$ cat src/rtl/ap_prof_pkg.sv
// ---------------------------------------------------------------------------
// ap_prof_pkg
// Shared types and helpers for the ap_ctrl_chain handshake profiler.
//   metric_e   : read-back metric select codes driven on rd_sel
//   ch_state_e : per-channel occupancy state (IDLE / ACTIVE / FULL)
//   lat_sat    : clamps a cycle difference to the latency result width
// ---------------------------------------------------------------------------
package ap_prof_pkg;

    typedef enum logic [2:0] {
        METRIC_TXN_IN   = 3'd0,
        METRIC_TXN_OUT  = 3'd1,
        METRIC_BUSY     = 3'd2,
        METRIC_STALL    = 3'd3,
        METRIC_MIN_LAT  = 3'd4,
        METRIC_MAX_LAT  = 3'd5,
        METRIC_LAST_LAT = 3'd6,
        METRIC_OCC      = 3'd7
    } metric_e;

    typedef enum logic [1:0] {
        CH_IDLE   = 2'd0,
        CH_ACTIVE = 2'd1,
        CH_FULL   = 2'd2
    } ch_state_e;

    // Clamp a (zero-extended) cycle difference to 2^lat_w - 1; lat_w < 64.
    function automatic logic [63:0] lat_sat(input logic [63:0] diff, input int unsigned lat_w);
        logic [63:0] lim;
        lim = (64'd1 << lat_w) - 64'd1;
        if (diff > lim) begin
            lat_sat = lim;
        end else begin
            lat_sat = diff;
        end
    endfunction

endpackage

$ cat src/rtl/ap_prof_channel.sv
// ---------------------------------------------------------------------------
// ap_prof_channel
// Statistics engine for one ap_ctrl_chain handshake group: a timestamp FIFO
// of outstanding transactions plus saturating counters and latency results.
// Ports:
//   clock, reset    : clock, synchronous active-high reset
//   clear, frozen   : statistics clear, hold-all-state while frozen
//   ts              : current free-running timestamp
//   start/ready     : accept handshake (ap_start & ap_ready)
//   done/cont       : complete handshake (ap_done & ap_continue)
//   rd_sel / rd_val : metric select and combinational selected value
//   idle            : FIFO empty (channel state CH_IDLE)
//   err             : sticky protocol error
// ---------------------------------------------------------------------------
module ap_prof_channel
    import ap_prof_pkg::*;
#(
    parameter int CNT_W   = 32,
    parameter int LAT_W   = 16,
    parameter int MAX_OUT = 4
) (
    input  logic             clock,
    input  logic             reset,
    input  logic             clear,
    input  logic             frozen,
    input  logic [CNT_W-1:0] ts,
    input  logic             start,
    input  logic             ready,
    input  logic             done,
    input  logic             cont,
    input  logic [2:0]       rd_sel,
    output logic [CNT_W-1:0] rd_val,
    output logic             idle,
    output logic             err
);

    localparam int PTR_W = (MAX_OUT > 1) ? $clog2(MAX_OUT) : 1;
    localparam int OCC_W = $clog2(MAX_OUT + 1);
    localparam logic [CNT_W-1:0] CNT_MAX = {CNT_W{1'b1}};
    localparam logic [CNT_W-1:0] CNT_ONE = CNT_W'(1'b1);
    localparam logic [LAT_W-1:0] LAT_MAX = {LAT_W{1'b1}};

    logic [CNT_W-1:0] mem_r [MAX_OUT];
    logic [PTR_W-1:0] wr_ptr_r, rd_ptr_r;
    logic [OCC_W-1:0] occ_r;
    ch_state_e        state_r;
    logic [CNT_W-1:0] txn_in_r, txn_out_r, busy_r, stall_r;
    logic [LAT_W-1:0] min_lat_r, max_lat_r, last_lat_r;
    logic             err_r;

    logic             acc_s, cmp_s, empty_s, full_s;
    logic             pop_s, push_s, zero_s, acc_err_s, cmp_err_s;
    logic             acc_ok_s, cpl_ok_s;
    logic [CNT_W-1:0] diff_s;
    logic [LAT_W-1:0] lat_s;
    logic [OCC_W-1:0] occ_nxt_s;
    logic [PTR_W-1:0] wr_ptr_nxt_s, rd_ptr_nxt_s;
    ch_state_e        state_nxt_s;

    // Event decode: which handshakes are honoured and which are protocol errors.
    always_comb begin
        acc_s   = start & ready;
        cmp_s   = done & cont;
        empty_s = (occ_r == {OCC_W{1'b0}});
        full_s  = (occ_r == OCC_W'(MAX_OUT));
        pop_s   = cmp_s & ~empty_s;
        // Accept and complete on an empty FIFO is a zero-latency pass-through.
        zero_s  = cmp_s & empty_s & acc_s;
        // A same-cycle pop frees a slot, so a full FIFO may still take the push.
        push_s    = acc_s & ~zero_s & (~full_s | pop_s);
        acc_err_s = acc_s & full_s & ~pop_s;
        cmp_err_s = cmp_s & empty_s & ~acc_s;
        acc_ok_s  = push_s | zero_s;
        cpl_ok_s  = pop_s | zero_s;
    end

    // Latency of the completing transaction, clamped to the result width.
    always_comb begin
        diff_s = ts - mem_r[rd_ptr_r];
        if (zero_s) begin
            lat_s = {LAT_W{1'b0}};
        end else begin
            lat_s = LAT_W'(lat_sat(64'(diff_s), LAT_W));
        end
    end

    // Next FIFO pointers, occupancy and derived channel state.
    always_comb begin
        wr_ptr_nxt_s = (wr_ptr_r == PTR_W'(MAX_OUT - 1)) ? {PTR_W{1'b0}} : wr_ptr_r + PTR_W'(1'b1);
        rd_ptr_nxt_s = (rd_ptr_r == PTR_W'(MAX_OUT - 1)) ? {PTR_W{1'b0}} : rd_ptr_r + PTR_W'(1'b1);
        case ({push_s, pop_s})
            2'b10:   occ_nxt_s = occ_r + OCC_W'(1'b1);
            2'b01:   occ_nxt_s = occ_r - OCC_W'(1'b1);
            default: occ_nxt_s = occ_r;
        endcase
        if (occ_nxt_s == {OCC_W{1'b0}}) begin
            state_nxt_s = CH_IDLE;
        end else if (occ_nxt_s == OCC_W'(MAX_OUT)) begin
            state_nxt_s = CH_FULL;
        end else begin
            state_nxt_s = CH_ACTIVE;
        end
    end

    // FIFO, statistics and error flag; everything holds while frozen.
    always_ff @(posedge clock) begin
        if (reset || clear) begin
            for (int i = 0; i < MAX_OUT; i++) begin
                mem_r[i] <= {CNT_W{1'b0}};
            end
            wr_ptr_r   <= {PTR_W{1'b0}};
            rd_ptr_r   <= {PTR_W{1'b0}};
            occ_r      <= {OCC_W{1'b0}};
            state_r    <= CH_IDLE;
            txn_in_r   <= {CNT_W{1'b0}};
            txn_out_r  <= {CNT_W{1'b0}};
            busy_r     <= {CNT_W{1'b0}};
            stall_r    <= {CNT_W{1'b0}};
            min_lat_r  <= LAT_MAX;
            max_lat_r  <= {LAT_W{1'b0}};
            last_lat_r <= {LAT_W{1'b0}};
            err_r      <= 1'b0;
        end else if (!frozen) begin
            if (push_s) begin
                mem_r[wr_ptr_r] <= ts;
                wr_ptr_r        <= wr_ptr_nxt_s;
            end
            if (pop_s) begin
                rd_ptr_r <= rd_ptr_nxt_s;
            end
            occ_r   <= occ_nxt_s;
            state_r <= state_nxt_s;
            if (acc_ok_s && (txn_in_r != CNT_MAX)) begin
                txn_in_r <= txn_in_r + CNT_ONE;
            end
            if (cpl_ok_s) begin
                if (txn_out_r != CNT_MAX) begin
                    txn_out_r <= txn_out_r + CNT_ONE;
                end
                last_lat_r <= lat_s;
                if (lat_s > max_lat_r) begin
                    max_lat_r <= lat_s;
                end
                if (lat_s < min_lat_r) begin
                    min_lat_r <= lat_s;
                end
            end
            if (!empty_s && (busy_r != CNT_MAX)) begin
                busy_r <= busy_r + CNT_ONE;
            end
            if (done && !cont && (stall_r != CNT_MAX)) begin
                stall_r <= stall_r + CNT_ONE;
            end
            if (acc_err_s || cmp_err_s) begin
                err_r <= 1'b1;
            end
        end
    end

    // Metric select for the top-level readout register.
    always_comb begin
        case (metric_e'(rd_sel))
            METRIC_TXN_IN:   rd_val = txn_in_r;
            METRIC_TXN_OUT:  rd_val = txn_out_r;
            METRIC_BUSY:     rd_val = busy_r;
            METRIC_STALL:    rd_val = stall_r;
            METRIC_MIN_LAT:  rd_val = CNT_W'(min_lat_r);
            METRIC_MAX_LAT:  rd_val = CNT_W'(max_lat_r);
            METRIC_LAST_LAT: rd_val = CNT_W'(last_lat_r);
            METRIC_OCC:      rd_val = CNT_W'(occ_r);
            default:         rd_val = {CNT_W{1'b0}};
        endcase
    end

    assign idle = (state_r == CH_IDLE);
    assign err  = err_r;

endmodule

$ cat src/rtl/ap_ctrl_profiler.sv
// ---------------------------------------------------------------------------
// ap_ctrl_profiler
// Multi-channel ap_ctrl_chain handshake profiler. Holds the shared timestamp,
// the sticky freeze flag and the registered metric readout; per-channel
// statistics live in ap_prof_channel instances.
// Ports:
//   clock, reset          : clock, synchronous active-high reset
//   finish                : end-of-run, freezes statistics from the next edge
//   clear                 : synchronous statistics clear (leaves rd_data alone)
//   ch_start/ch_ready     : per-channel accept handshake
//   ch_done/ch_continue   : per-channel complete handshake
//   rd_ch, rd_sel         : channel and metric to read
//   rd_data, rd_valid     : registered metric (zero-extended) and its valid
//   err                   : sticky per-channel protocol error
//   frozen, all_idle      : freeze status, no outstanding transactions
// ---------------------------------------------------------------------------
module ap_ctrl_profiler
    import ap_prof_pkg::*;
#(
    parameter int NUM_CH  = 4,
    parameter int CNT_W   = 32,
    parameter int LAT_W   = 16,
    parameter int MAX_OUT = 4,
    localparam int CH_W   = (NUM_CH > 1) ? $clog2(NUM_CH) : 1
) (
    input  logic              clock,
    input  logic              reset,
    input  logic              finish,
    input  logic              clear,
    input  logic [NUM_CH-1:0] ch_start,
    input  logic [NUM_CH-1:0] ch_ready,
    input  logic [NUM_CH-1:0] ch_done,
    input  logic [NUM_CH-1:0] ch_continue,
    input  logic [CH_W-1:0]   rd_ch,
    input  logic [2:0]        rd_sel,
    output logic [CNT_W-1:0]  rd_data,
    output logic              rd_valid,
    output logic [NUM_CH-1:0] err,
    output logic              frozen,
    output logic              all_idle
);

    logic [CNT_W-1:0]  ts_r;
    logic              frozen_r;
    logic [CNT_W-1:0]  rd_data_r;
    logic              rd_valid_r;
    logic [CNT_W-1:0]  ch_val_s [NUM_CH];
    logic [NUM_CH-1:0] ch_idle_s;
    logic [NUM_CH-1:0] ch_err_s;
    logic [CNT_W-1:0]  sel_val_s;

    // Free-running timestamp (wraps) and sticky freeze flag.
    always_ff @(posedge clock) begin
        if (reset || clear) begin
            ts_r     <= {CNT_W{1'b0}};
            frozen_r <= 1'b0;
        end else begin
            if (!frozen_r) begin
                ts_r <= ts_r + CNT_W'(1'b1);
            end
            if (finish) begin
                frozen_r <= 1'b1;
            end
        end
    end

    genvar g;
    generate
        for (g = 0; g < NUM_CH; g++) begin : g_ch
            ap_prof_channel #(
                .CNT_W   (CNT_W),
                .LAT_W   (LAT_W),
                .MAX_OUT (MAX_OUT)
            ) u_ch (
                .clock  (clock),
                .reset  (reset),
                .clear  (clear),
                .frozen (frozen_r),
                .ts     (ts_r),
                .start  (ch_start[g]),
                .ready  (ch_ready[g]),
                .done   (ch_done[g]),
                .cont   (ch_continue[g]),
                .rd_sel (rd_sel),
                .rd_val (ch_val_s[g]),
                .idle   (ch_idle_s[g]),
                .err    (ch_err_s[g])
            );
        end
    endgenerate

    // Channel select; an rd_ch beyond NUM_CH reads as zero.
    always_comb begin
        sel_val_s = {CNT_W{1'b0}};
        for (int i = 0; i < NUM_CH; i++) begin
            if (rd_ch == CH_W'(i)) begin
                sel_val_s = ch_val_s[i];
            end else begin
                sel_val_s = sel_val_s;
            end
        end
    end

    // Readout register; clear deliberately leaves it alone.
    always_ff @(posedge clock) begin
        if (reset) begin
            rd_data_r  <= {CNT_W{1'b0}};
            rd_valid_r <= 1'b0;
        end else begin
            rd_data_r  <= sel_val_s;
            rd_valid_r <= 1'b1;
        end
    end

    assign rd_data  = rd_data_r;
    assign rd_valid = rd_valid_r;
    assign err      = ch_err_s;
    assign frozen   = frozen_r;
    assign all_idle = &ch_idle_s;

endmodule

$ cat config.mk
export PLATFORM = sky130hd
export DESIGN_NAME = ap_ctrl_profiler
export DESIGN_NICKNAME = d
export VERILOG_FILES = /design/src/rtl/ap_prof_pkg.sv /design/src/rtl/ap_prof_channel.sv /design/src/rtl/ap_ctrl_profiler.sv
export SDC_FILE = /design/constraint.sdc
export NUM_CORES = 2
export LEC_CHECK = 0
export CAP_MARGIN = 5
export CORE_AREA = 2 2 407 409
export DETAILED_ROUTE_END_ITERATION = 16
export DIE_AREA = 0 0 409 411
export SLEW_MARGIN = 40
export SYNTH_ARGS = -nofsm -noshare
export SYNTH_HDL_FRONTEND = slang
export SYNTH_SLANG_ARGS = --single-unit
$ cat constraint.sdc
create_clock -name clock -period 7.9 [get_ports clock]
set_clock_uncertainty 0.15 [all_clocks]
set_input_delay 1.58 -clock clock [delete_from_list [all_inputs] [get_ports clock]]
set_output_delay 1.58 -clock clock [all_outputs]
set_load 0.01 [all_outputs]
## After elaboration in Yosys (flattened, before gate mapping)

Memory sizes are Yosys's and may differ from the RTL's. A register that Yosys moved wholly into a read port is not among the register bits.
Index checks and enable logic that the tools add are counted.

- Register bits after elaboration: 810
- RAM bits: 512
- Output and inout port bits: 39
- Memories: 4

Memory list:

| memory | words | bits a word | rd ports | clocked after memory_dff | write ports | RTL line | RTL |
|---|---|---|---|---|---|---|---|
| g_ch[0].u_ch.mem_r | 4 | 32 | 1 | 1 | 4 | ap_prof_channel.sv:43 | `logic [CNT_W-1:0] mem_r [MAX_OUT];` |
| g_ch[1].u_ch.mem_r | 4 | 32 | 1 | 1 | 4 | ap_prof_channel.sv:43 |  |
| g_ch[2].u_ch.mem_r | 4 | 32 | 1 | 1 | 4 | ap_prof_channel.sv:43 |  |
| g_ch[3].u_ch.mem_r | 4 | 32 | 1 | 1 | 4 | ap_prof_channel.sv:43 |  |

- $add $sub $neg: 37
- $lt $le $gt $ge: 12
- Equal/unequal tests: 50
- Mux-type cells: 75
- Bitwise operators: 73
- Reduce and logical (&&, ||, !) cells: 88

Operators by type and width:

| cell | count |
|---|---|
| $pmux W32 S8 | 4 |
| $add A32 B1 Y32 const B | 17 |
| $ne A32 B32 Y1 const B | 16 |
| $mux W32 | 8 |
| $gt A32 B16 Y1 const B | 4 |
| $mux W16 | 8 |
| $reduce_or A32 Y1 | 4 |
| $sub A32 B32 Y32 | 4 |
| $gt A16 B16 Y1 | 4 |
| $lt A16 B16 Y1 | 4 |
| $mux W2 | 28 |
| $reduce_and A2 Y1 | 28 |
| $and A1 B1 Y1 | 40 |
| $eq A3 B3 Y1 const B | 12 |
| $reduce_and A3 Y1 | 12 |
| $eq A2 B2 Y1 const B | 14 |
| $logic_not A3 Y1 | 9 |
| $pmux W3 S2 | 4 |
| $mux W1 | 23 |
| $not A1 Y1 | 21 |
| $add A2 B1 Y2 const B | 8 |
| $logic_and A1 B1 Y1 | 16 |
| $add A3 B1 Y3 const B | 4 |
| $or A1 B1 Y1 | 12 |
| 8 further kinds | 31 |

## Logic depth before layout (Yosys ltp)

- Depth after elaboration: 12
- Gate-level depth with buffers: 31
- Mapped depth without buffers: 27

## Cells and area by module

From an unflattened synthesis, not the netlist that was laid out.

- Cell total of the unflattened synthesis: 7785
- Area, all modules: 75428.6 um^2

Modules (own cells, without submodules):

| module | instances | cells an instance | area an instance (um^2) | sequential area each (um^2) |
|---|---|---|---|---|
| ap_prof_channel at g_ch[0].u_ch ... | 2 | 1919 | 18262.5 | 7607.3 |
| ap_prof_channel at g_ch[1].u_ch | 1 | 1874 | 18072.3 | 7607.3 |
| ap_prof_channel at g_ch[3].u_ch | 1 | 1782 | 17599.4 | 7607.3 |
| ap_ctrl_profiler | 1 | 291 | 3231.8 | 1321.3 |

## Worst setup path after synthesis

No wires, ideal clock.

- Path type: reg-to-reg
- From: register (tool-made name)
- To: register g_ch[1].u_ch.min_lat_r[6]
- Data arrival time: 6.925 ns
- Required time: 7.671 ns
- Setup slack: 0.746 ns
- Cell stages (with the launch flop): 30
- Clock period less this slack: 7.154 ns
- Path through: dfxtp_1 > clkbuf_1 > buf_1 > mux4_2 > inv_1 > ha_1 > a21o_1 > a221o_1 > a21o_1 > a211oi_2 > nor3b_2 > nor4_1 > or3_1 > a211oi_2 > nand3_1 > buf_2 > o21ai_1 > inv_1 > ha_1 > a41oi_1 > o21ai_1 > a21oi_1 > nor2b_1 > o21ai_0 > nand2b_1 > a2111oi_0 > nand3_1 > o21a_1 > buf_2 > o211ai_1

RTL lines:

| item | RTL line | RTL |
|---|---|---|
| to (signal assigned) | ap_prof_channel.sv:145 | `min_lat_r <= lat_s;` |
| to (decl) | ap_prof_channel.sv:48 | `logic [LAT_W-1:0] min_lat_r, max_lat_r, last_lat_r;` |

==> summary.txt <==
Synth
  • Most common cell in the netlist: nor2_1
  • Syn Inst Count: 7841
  • Commonest cells post-synth: nor2_1, dfxtp_1, nand2_1
  • Post-synthesis async set-or-reset flop share: 0
  • Register area share after synthesis: 0.433
  • Yosys cell types: 108
  • Yosys warns: 0
  • Cell taking the most area after synthesis: dfxtp_1
  • Post-Syn Area: 73300 sq um
  • Top cell type's share of synthesized area: 0.223
  • Ys flop type: dfxtp_1
  • Avg Cell Area, Syn: 9.34 sq um
  • Top post-synthesis cells by area: dfxtp_1, edfxtp_1, ha_1, and2_1, nor2_1
  • Seq cells post-synth: 1330
  • Net count after synthesis: 8156
  • EDFF count, synth: 512

Floorplan
  • Initial core utilization: 0.447
  • IO Pins: 64
  • Die ar.: 168000 sq um
  • Die width: 409 um
  • Core Rows: 149
  • Core area: 164000 sq um
  • Die H: 411 um

Cells and area
  • Final Util: 0.497
  • # diodes: 0
  • Post-route cell area: 81500 sq um
  • Area Overhead vs Synth: 11.3%
  • Share of layout cells above drive strength 1: 0.0880
  • Non-filler cells, final: 10.1k
  • Fin nets: 8074

STA
  • Final hold viol count: 0
  • Worst-margin pin slew: 0.882 ns
  • Final hold slack: 0.298 ns
  • Max-slew headroom: 0.406
  • Final setup viols: 0
  • Max frequency: 134 MHz
  • Tmin final: 7.47 ns
  • Worst setup margin: 0.433 ns
  • Final Max Tran Viols: 0
  • Period utilization: 0.945
  • Setup TNS: 0 ns

Clock network
  • CTS tree: yes
  • Clock Path Buffers: 3
  • TritonCTS Buffers: 152
  • H-tree Lvls: 4
  • Clk sinks: 1330
  • Clock root cell: clkbuf_16
  • Cts hold-fix bufs: 0
  • Reg clk slew, reported paths: 0.06 ns
  • Clock latency on the worst-skew pair: 0.80 ns

Global routing
  • Largest net degree at the start of global routing: 186
  • Number of global-route vias before repair: 56.0k
  • GRT Util Overall: 0.261
  • Grt total ovfl: 0
  • First-pass GRT wire length: 343 mm
  • Initial antenna violation count: 5

Critical path
  • Worst setup path endpoint: g_ch[2].u_ch.min_lat_r[15]
  • Reg2Reg Setup Slack: 0.43 ns
  • Arrival time at the worst endpoint: 7.93 ns
  • Data required time of the worst path: 8.36 ns
  • Crit path max fanout: 23
  • R2r worst-path depth: 29
  • CP max-delay cell: dfxtp_1
  • CP endpoint kind: flip-flop
  • CP peak stage delay: 0.65 ns
  • Critical R2R Capture: g_ch[2].u_ch.min_lat_r[15]
  • Crit Path Class: reg2reg
  • Worst Setup Start Kind: flip-flop

Placement
  • Dpl cells: 9789
  • Placed cell areas: 76400 sq um
  • Post-DP HPWL: 158 mm
  • Routability cong.: 0.949
  • Port bufs: 63
  • Worst slack, placed: 0.418 ns

Job
  • Maxcap violations: 0

Routing
  • DRT Pass-1 Iters: 6
  • Starting DRT DRC Count: 4899
  • DRT Wirelength: 224 mm
  • WL per Instance: 22.2 um
  • Via count: 58.6k
  • Detail Route Antenna Nets: 0
  • DR vias/cell: 5.82
  • Drc violations: 0

Worst hold path
  • Class of the worst hold path: reg2reg

Status
  • Status: finished clean

Power and ir drop
  • Power Total: 15.6 mW
  • Power Density: 192 nW/um^2
  • Leakage: 30.0 nW
  • Max VDD drop: 0.000237 V
## report_power, final
part	switching, mW	internal [mW]
Clock	3.01	4.09
Combinational	0.810	0.385
Sequential	0.0631	7.25
Total	3.89	11.7
## placed cells by master (no fill, tap or decap), drive strengths merged, types with 24 or more instances in the layout
| cell type | synthesis | routed |
|---|---|---|
| a22oi | 128 | 128 |
| clkbuf | 402 | 214 |
| a211oi | 55 | 55 |
| a21oi | 508 | 508 |
| nor4 | 27 | 27 |
| and2 | 535 | 535 |
| nor2 | 866 | 866 |
| mux2i | 136 | 136 |
| xnor2 | 186 | 186 |
| o211ai | 117 | 117 |
| nand3 | 249 | 249 |
| o21a | 32 | 32 |
| and4 | 74 | 74 |
| clkdlybuf4s50 | 0 | 58 |
| a221oi | 41 | 41 |
| nand2 | 547 | 547 |
| and3 | 78 | 78 |
| dfxtp | 818 | 818 |
| nor2b | 54 | 54 |
| mux4 | 139 | 139 |
| o2bb2ai | 32 | 32 |
| o21ai | 372 | 372 |
| a22o | 30 | 30 |
| inv | 361 | 370 |
| xor2 | 360 | 360 |
| o31ai | 24 | 24 |
| buf | 64 | 172 |
| ha | 282 | 282 |
| a21o | 66 | 66 |
| edfxtp | 512 | 512 |
| o221ai | 26 | 26 |
| nand2b | 55 | 55 |
| nor3 | 89 | 89 |
| mux2 | 36 | 36 |
| or3 | 124 | 124 |
| a31oi | 40 | 40 |
| clkinv | 1 | 48 |
| nand4 | 174 | 174 |
## kinds of logic after synthesis
family,after synthesis,share of synthesized area
adder cells (fa/ha/maj),290,0.0503
XOR/XNOR,546,0.0653
AND/OR/NAND/NOR,2938,0.201
flip-flops,1330,0.433
multiplexers,311,0.0668
buffers and inverters,828,0.0433
AO/OA/AOI/OAI,1598,0.140
## registers in the layout (all words and copies together) (netlist names), named ones only
register,cells
g_ch.u_ch.max_lat_r,64
g_ch.u_ch.min_lat_r,64
ts_r,32
g_ch.u_ch.busy_r,128
rd_data,32
g_ch.u_ch.err,4
g_ch.u_ch.rd_ptr_r,8
rd_valid,1
g_ch.u_ch.state_r,8
g_ch.u_ch.last_lat_r,64
g_ch.u_ch.txn_in_r,128
frozen,1
g_ch.u_ch.mem_r,512
g_ch.u_ch.occ_r,12
g_ch.u_ch.stall_r,128
g_ch.u_ch.wr_ptr_r,8
g_ch.u_ch.txn_out_r,128
## layout make-up
type	instances	area (sq um)
Multi-Input combinational cell	5683	38600
Tap cell	2189	2740
Sequential cell	1330	31800
Clock inverter	67	677
Timing Repair Buffer	230	2060
Inverter	362	1360
Clock buffer	214	4300
Fill cell	15127	82400
## what timing repair did
action                     in CTS  in global routing
setup endpoints to repair       0                 78
setup buffers                   0                  1
resized for setup               0                  5
## worst min path at each step
stage / from / to / slack (ns) / depth (start not counted)
global placement: g_ch[3].u_ch.last_lat_r[11] / g_ch[3].u_ch.last_lat_r[11] / 0.28 / 2
global route: g_ch[1].u_ch.last_lat_r[10] / g_ch[1].u_ch.last_lat_r[10] / 0.31 / 2
detailed placement: g_ch[3].u_ch.last_lat_r[15] / g_ch[3].u_ch.last_lat_r[15] / 0.29 / 2
floorplan: g_ch[3].u_ch.last_lat_r[11] / g_ch[3].u_ch.last_lat_r[11] / 0.27 / 2
CTS: g_ch[2].u_ch.last_lat_r[14] / g_ch[2].u_ch.last_lat_r[14] / 0.30 / 2
finish: g_ch[1].u_ch.last_lat_r[2] / g_ch[1].u_ch.last_lat_r[2] / 0.30 / 2
## critical path: cells and delay by family, from the launching register on
family	cells	cell delay, ns
adder cells (fa/ha/maj)	2	0.69
buffers and inverters	5	1.05
multiplexers	1	0.27
flip-flops	1	0.65
AO/OA/AOI/OAI	15	3.19
AND/OR/NAND/NOR	6	1.30
## routing by layer
metal / up-vias / track usage / part of all wire
met5: - / 0 / 0.00013
met4: 4 / 0.103 / 0.041
met3: 376 / 0.0357 / 0.055
met2: 1684 / 0.427 / 0.47
met1: 28722 / 0.350 / 0.44
li1: 27815 / - / -
Note: power is estimated with default switching activity, not from simulation.
